**config.mk**
```make
export PLATFORM = sky130hd
export DESIGN_NAME = sipo_rx
export DESIGN_NICKNAME = d
export VERILOG_FILES = /design/src/rtl/sipo_pkg.sv /design/src/rtl/sipo_bit_timer.sv /design/src/rtl/sipo_rx.sv
export SDC_FILE = /design/constraint.sdc
export NUM_CORES = 1
export LEC_CHECK = 0
export ABC_AREA = 1
export BUFFER_PORTS_ARGS = -buffer_cell sky130_fd_sc_hd__buf_4
export CORE_MARGIN = 8
export CORE_UTILIZATION = 55
export CTS_BUF_LIST = sky130_fd_sc_hd__clkbuf_4 sky130_fd_sc_hd__clkbuf_8 sky130_fd_sc_hd__clkbuf_16
export DETAILED_ROUTE_END_ITERATION = 7
export PLACE_DENSITY_LB_ADDON = 0.1
export SLEW_MARGIN = 40
export SYNTH_ARGS = -nofsm -noshare
export SYNTH_HDL_FRONTEND = slang
export SYNTH_HIERARCHICAL = 1
export SYNTH_SLANG_ARGS = --single-unit
```
**constraint.sdc**
```tcl
create_clock -name clk -period 4.7 [get_ports clk]
set_clock_uncertainty 0.2 [all_clocks]
set_input_delay 0.705 -clock clk [delete_from_list [all_inputs] [get_ports clk]]
set_output_delay 0.705 -clock clk [all_outputs]
set_load 0.05 [all_outputs]
```
**src/rtl/sipo_pkg.sv**
```systemverilog
// Shared types and width helpers for the sipo_rx serial receiver.
package sipo_pkg;

    typedef enum logic [1:0] {
        IDLE  = 2'd0,
        START = 2'd1,
        DATA  = 2'd2,
        STOP  = 2'd3
    } state_t;

    localparam int N_DEF      = 8;
    localparam int DATA_W_DEF = 8;
    localparam int CNT_W      = $clog2(N_DEF);
    localparam int BIT_W      = $clog2(DATA_W_DEF);

    // Counter width for a given range; never narrower than one bit.
    function automatic int width_of(input int n);
        return (n > 1) ? $clog2(n) : 1;
    endfunction

endpackage

```
**src/rtl/sipo_bit_timer.sv**
```systemverilog
// Baud down-counter: load/reload on request, 1-cycle sample tick while the count is zero.
module sipo_bit_timer
    import sipo_pkg::*;
#(
    parameter int W = CNT_W
) (
    input  logic         clk,
    input  logic         rst_ni,
    input  logic         load_i,
    input  logic [W-1:0] load_val_i,
    output logic         tick_o
);

    logic [W-1:0] cnt_q;

    always_ff @(posedge clk or negedge rst_ni) begin
        if (!rst_ni) begin
            cnt_q <= '0;
        end else if (load_i) begin
            cnt_q <= load_val_i;
        end else if (cnt_q != '0) begin
            cnt_q <= cnt_q - 1'b1;
        end
    end

    assign tick_o = (cnt_q == '0);

endmodule

```
**src/rtl/sipo_rx.sv**
```systemverilog
// Framed serial receiver (start, DATA_W bits LSB first, stop), mid-bit sampled at N clocks/bit.
// Optional input synchronizer enabled by defining SIPO_SYNC_EN.
module sipo_rx
    import sipo_pkg::*;
#(
    parameter int N      = N_DEF,
    parameter int DATA_W = DATA_W_DEF
) (
    input  logic              clk,
    input  logic              rst,
    input  logic              din,
    output logic [DATA_W-1:0] dout,
    output logic              valid,
    output logic              frame_err,
    output logic              busy
);

    localparam int CW = width_of(N);
    localparam int BW = width_of(DATA_W);
    localparam logic [CW-1:0] HALF_M1 = CW'(N / 2 - 1);
    localparam logic [CW-1:0] FULL_M1 = CW'(N - 1);
    localparam logic [BW-1:0] LAST_BIT = BW'(DATA_W - 1);

    logic              din_s;
    logic              din_prev_q;
    state_t            state_q;
    logic [BW-1:0]     bit_idx_q;
    logic [DATA_W-1:0] shift_q;
    logic [DATA_W-1:0] dout_q;
    logic              valid_q;
    logic              ferr_q;
    logic              start_det;
    logic              tick;
    logic              timer_load;
    logic [CW-1:0]     timer_val;

`ifdef SIPO_SYNC_EN
    logic sync1_q;
    logic sync2_q;

    // Reset to the idle level so leaving reset never looks like a start edge.
    always_ff @(posedge clk or negedge rst) begin
        if (!rst) begin
            sync1_q <= 1'b1;
            sync2_q <= 1'b1;
        end else begin
            sync1_q <= din;
            sync2_q <= sync1_q;
        end
    end

    assign din_s = sync2_q;
`else
    assign din_s = din;
`endif

    assign start_det  = (state_q == IDLE) && din_prev_q && !din_s;
    assign timer_load = start_det || (tick && (state_q == START || state_q == DATA));
    assign timer_val  = start_det ? HALF_M1 : FULL_M1;

    sipo_bit_timer #(
        .W(CW)
    ) u_timer (
        .clk       (clk),
        .rst_ni    (rst),
        .load_i    (timer_load),
        .load_val_i(timer_val),
        .tick_o    (tick)
    );

    always_ff @(posedge clk or negedge rst) begin
        if (!rst) begin
            state_q    <= IDLE;
            din_prev_q <= 1'b1;
            bit_idx_q  <= '0;
            shift_q    <= '0;
            dout_q     <= '0;
            valid_q    <= 1'b0;
            ferr_q     <= 1'b0;
        end else begin
            din_prev_q <= din_s;
            valid_q    <= 1'b0;
            ferr_q     <= 1'b0;
            case (state_q)
                IDLE: begin
                    if (start_det) state_q <= START;
                end
                START: begin
                    if (tick) begin
                        // A start bit that is high again at mid-bit was only a glitch.
                        if (!din_s) begin
                            state_q   <= DATA;
                            bit_idx_q <= '0;
                        end else begin
                            state_q <= IDLE;
                        end
                    end
                end
                DATA: begin
                    if (tick) begin
                        shift_q[bit_idx_q] <= din_s;
                        if (bit_idx_q == LAST_BIT) begin
                            state_q <= STOP;
                        end else begin
                            bit_idx_q <= bit_idx_q + 1'b1;
                        end
                    end
                end
                STOP: begin
                    if (tick) begin
                        if (din_s) begin
                            dout_q  <= shift_q;
                            valid_q <= 1'b1;
                        end else begin
                            ferr_q <= 1'b1;
                        end
                        state_q <= IDLE;
                    end
                end
                default: state_q <= IDLE;
            endcase
        end
    end

    assign dout      = dout_q;
    assign valid     = valid_q;
    assign frame_err = ferr_q;
    assign busy      = (state_q != IDLE);

endmodule

```
; ---- Word level (Yosys, flattened, before mapping)
; Index checks and enable logic that the tools add are counted.
[op_classes]
mux = 24
order_cmp = 2
reduce_logical = 17
addsub = 2
eq_ne = 11
[op_table]
columns = operator, count
row1 = $mux W3, 7
row2 = $mux W2, 6
row3 = $ne A2 B2 Y1 const B, 6
row4 = $reduce_and A5 Y1, 2
row5 = $bwmux W8, 1
row6 = $pmux W2 S4, 1
row7 = $mux W1, 7
row8 = $pmux W3 S2, 1
row9 = $reduce_bool A2 Y1, 3
row10 = $eq A2 B2 Y1 const B, 2
row11 = $logic_and A1 B1 Y1, 4
row12 = $lt A3 B4 Y1 const B, 1
row13 = $add A3 B1 Y3 const B, 1
row14 = $demux W1 S3, 1
row15 = $eq A3 B3 Y1 const B, 1
row16 = $ge A3 B1 Y1 const B, 1
row17 = $logic_not A3 Y1, 1
row18 = $reduce_and A3 Y1, 1
row19 = $reduce_bool A3 Y1, 1
row20 = $sub A3 B1 Y3 const B, 1
row21 = $eq A2 B1 Y1 const B, 1
row22 = $logic_not A2 Y1, 1
row23 = $logic_or A1 B1 Y1, 2
row24 = $ne A2 B1 Y1 const B, 1
row25 = other kinds (2), 2
[word_totals]
word_cells = 64
out_inout_bits = 11
in_bits = 3
ff_bits = 27

; ---- Depth between registers and ports, before layout
[logic_depth]
word_depth = 5
mapped_depth = 11
depth_no_buf = 11

; ---- By module
; Netlist, hierarchy kept.
[modules_own_cells]
columns = mod, cells_each, area_each_um2, seq_area_each_um2, instances
row1 = sipo_rx, 137, 1133.6, 601.8, 1
row2 = sipo_bit_timer, 32, 207.7, 75.1, 1

; ---- Worst setup path before layout
; No wires, ideal clock.
[synth_path]
kind = reg-to-output
startpoint = register state_q[0]
endpoint = output port busy
stages_incl_launch_ff = 4
arrival_ps = 1004
slack_ps = 2791
t_required_ps = 3795
path_buffers = 0
cell_sequence = dfrtp_1 -> inv_1 -> ha_1 -> inv_1
[synth_between]
elab_chain_len = 1
[synth_lines]
columns = element, line_no
row1 = "start, declared", sipo_rx.sv:26  ; state_t state_q;
row2 = "start signal, assigned", sipo_rx.sv:73  ; state_q <= IDLE;
row3 = "start signal, assigned", sipo_rx.sv:86  ; if (start_det) state_q <= START;
row4 = "start signal, assigned", sipo_rx.sv:92  ; state_q <= DATA;
row5 = $reduce_bool A2 Y1, sipo_rx.sv:128  ; assign busy = (state_q != IDLE);
row6 = "end, declared", sipo_rx.sv:15  ; output logic busy
; No other way between the ends.

; ---- Worst setup path in the final report
; Ends and elaborated chain as after synthesis.

==> key figures <==
STA
  • RSZ-0062 raised after global routing: false
  • Hold slack: 0.0673 ns
  • Setup violators final: 0
  • Max-slew violation count: 0
  • Fmax achieved: 0.442 GHz
  • Final Hold Vio Count: 0
  • Final setup TNS: 0 ns
  • Final period util: 48.1%
  • Tmin final: roughly 2.3 ns

Floorplanning
  • Die area: roughly 4300 sq um
  • Die width: 65.4 um
  • I/O pin cnt: 14
  • Die height: 65.4 um
  • Core area: 2390 sq um
  • Starting density of the core: 56.2%
  • Row Count: 18

Power and ir drop
  • Power density cells: 618 nW/um^2
  • Max IR drop VDD: roughly 360 uV
  • Leakage: 0.815 nW

Critical path
  • Worst path bufs/invs: 3
  • WP depth: 4
  • Slowest CP cell: dfrtp_1
  • Startpoint Class: flop
  • CP Max Fanout: 6
  • CP dominant cell by count: inv_1
  • Reg-to-Reg Start: u_timer/cnt_q[0]$_DFFE_PN0P_
  • Critical path class: reg -> out
  • CP arrival: 1.36 ns
  • CP Cell Sequence: inv_1 > ha_1 > inv_1 > buf_4
  • Reg2reg setup slack: around 2.8 ns
  • Worst Reg-to-Reg Cells: 8
  • WP data required: around 3.8 ns
  • Kind of cell adding the most delay to the critical path: flip-flops
  • Beginning of the critical path: state_q[0]$_DFFE_PN0P_
  • Crit path largest cell delay: 0.46 ns
  • Critical Path End Type: output pin

Yosys
  • Share of the synthesized area in the top cell type: 48.5%
  • Top post-synthesis cells by count: nand2_1, dfrtp_1, inv_1
  • Post-synthesis adder-cell area fraction: 7.46%
  • Mapped Cells: 169
  • #FFs+latches synth: 27
  • Post-synthesis async set-or-reset flop share: between 90% and 100%
  • Top post-synthesis cells by area: dfrtp_1, nand2_1, ha_1, inv_1, o21ai_0
  • Area leader, netlist: dfrtp_1
  • Most numerous cell in the Yosys netlist: nand2_1
  • EDFF count, synth: 0
  • Largest family of logic cells by synthesized area: simple AND/OR/NAND/NOR gates
  • Syn_area_per_cell: between 7 and 8 sq um
  • Post-Synth Simple-Gate Area: around 29%
  • Register area share after synthesis: 50.5%
  • Synthesized area: 1340 sq um
  • Mux cell area share after synthesis: 0%
  • Compound-Gate Fraction of Synth Area: about 6.6%
  • Synth Area in XOR/XNOR: 0%
  • Main synth FF type: dfrtp_1
  • Synth cell types: 20
  • Warnings from Yosys: 6

GRT
  • Global Route Usage Sum: 12.2%
  • Vias in the first global route: a little over 1,000
  • Total grt overflow: 0
  • Global-route wire length before repair: 4260 um
  • Largest net degree at the start of global routing: 28
  • Initial antenna violation count: 0

Layout
  • FF+latch area: 677 sq um
  • Layout Nets: between 150 and 200
  • Diodes inserted: 0
  • Area of the multi-input gates: 588 sq um
  • Post-route cell area: ~1500 sq um
  • Share of layout cells above drive strength 1: 16.0%
  • # fillers: 222
  • Synth-to-layout area growth: 12.6%

Status
  • Status: completed

Clock network
  • Clock Pin Slew Worst Setup and Hold Paths: 0.15 ns
  • Post CTS Setup Buffer Count: 0
  • CTS H-Tree Depth: 1
  • # clock sinks: 27
  • Clk_lat worst skew: about 0.32 ns
  • Cts hold-fix bufs: 0
  • Root buffer cell: clkbuf_4
  • Clock tree buffer depth: 2
  • CTS tree: built
  • Number of buffers created by CTS: 3
  • Cts repair resizes: 0

Place
  • Dpl hpwl: between 1500 and 2000 um
  • DP Area: 1480 sq um
  • I/O Buffers: 13
  • Final RePlAce weighted congestion: 0.797

Run
  • # Max-Cap Violations: 0

Detailed routing
  • Routed WL: 2310 um
  • DR WL/cell: 10.6 um
  • Via density per instance: 4.77
  • Vias: 1,036
  • Initial DRT Pass Iterations: 4
  • Iter 0 DRT Violations: 71
  • Drt drc: 0
  • Antenna Nets Post-Route: 0

Worst hold path
  • Worst hold path class: in -> async
## metal layers
layer | share of wire (%) | vias up | global-route usage (%)
met5 | 0 | - | 0
met4 | 0.56 | 0 | 3.54
met3 | 4.4 | 2 | 2.38
met2 | 50 | 11 | 21.9
met1 | 45 | 470 | 14.2
li1 | - | 553 | -
## kinds of logic after synthesis
kind of cell,count (synthesis)
AO/OA/AOI/OAI,17
AND/OR/NAND/NOR,95
adder cells (fa/ha/maj),8
flip-flops,27
buffers and inverters,21
other,1
## worst register-to-register path, cell delays in order (launching register included)
cell and delay [ns]:
dfrtp_1 0.42, inv_1 0.09, ha_1 0.20, inv_1 0.06
nor2_2 0.27, nand3_2 0.28, clkinv_2 0.19, nand2_1 0.08
nand2_1 0.06
## flip-flops by register name (all words and copies together), names as in the netlist, named ones only
name	flops
valid	1
state_q	1
frame_err	1
u_timer/cnt_q	3
dout	8
bit_idx_q	3
din_prev_q	1
shift_q	8
## final timing paths
path | to
setup / recovery | busy
min in group clk | dout[7]$_DFFE_PN0P_
hold / removal | dout[7]$_DFFE_PN0P_
max in group asynchronous | din_prev_q$_DFF_PN1_
setup reg to reg | dout[4]$_DFFE_PN0P_
hold reg to reg | dout[7]$_DFFE_PN0P_
## metrics by stage
stage                     util [%]  setup WS [ns]  power, mW  cells
after floorplan                  -           2.79      0.713    170
after global placement        62.0           2.84      0.820    213
after detailed placement      62.0           2.81      0.840    213
after CTS                     63.3           2.43      0.944    217
after global routing          63.3           2.31       1.02    217
final                         63.3           2.44      0.934    217
## where the power goes
| part | internal, mW | switching, mW |
|---|---|---|
| Clock | 0.0390 | 0.0679 |
| Sequential | 0.301 | 0.0494 |
| Combinational | 0.153 | 0.324 |
## cell usage in the layout, fill, tap and decap left out
cell / count
nand3_1: 3
ha_1: 8
clkbuf_4: 4
nand3_2: 1
nand4_1: 2
nor2_4: 1
inv_2: 3
nor2_2: 3
buf_4: 13
nor2_1: 6
o21ai_0: 8
nand2_2: 1
dfrtp_1: 26
a21oi_2: 1
o21ai_1: 7
dfstp_2: 1
nand2_1: 77
inv_1: 17
or2_2: 1
a21oi_1: 1
clkinv_2: 1
conb_1: 2
## final cells by class
| type | instances | share of cell area [%] |
|---|---|---|
| tap | 30 | 2.49 |
| timing repair buffer | 13 | 6.46 |
| clock buffer | 4 | 1.99 |
| multi-input combinational | 122 | 38.9 |
| inverter | 21 | 5.30 |
| sequential | 27 | 44.8 |
No activity file was read; power rests on OpenSTA's default activity.
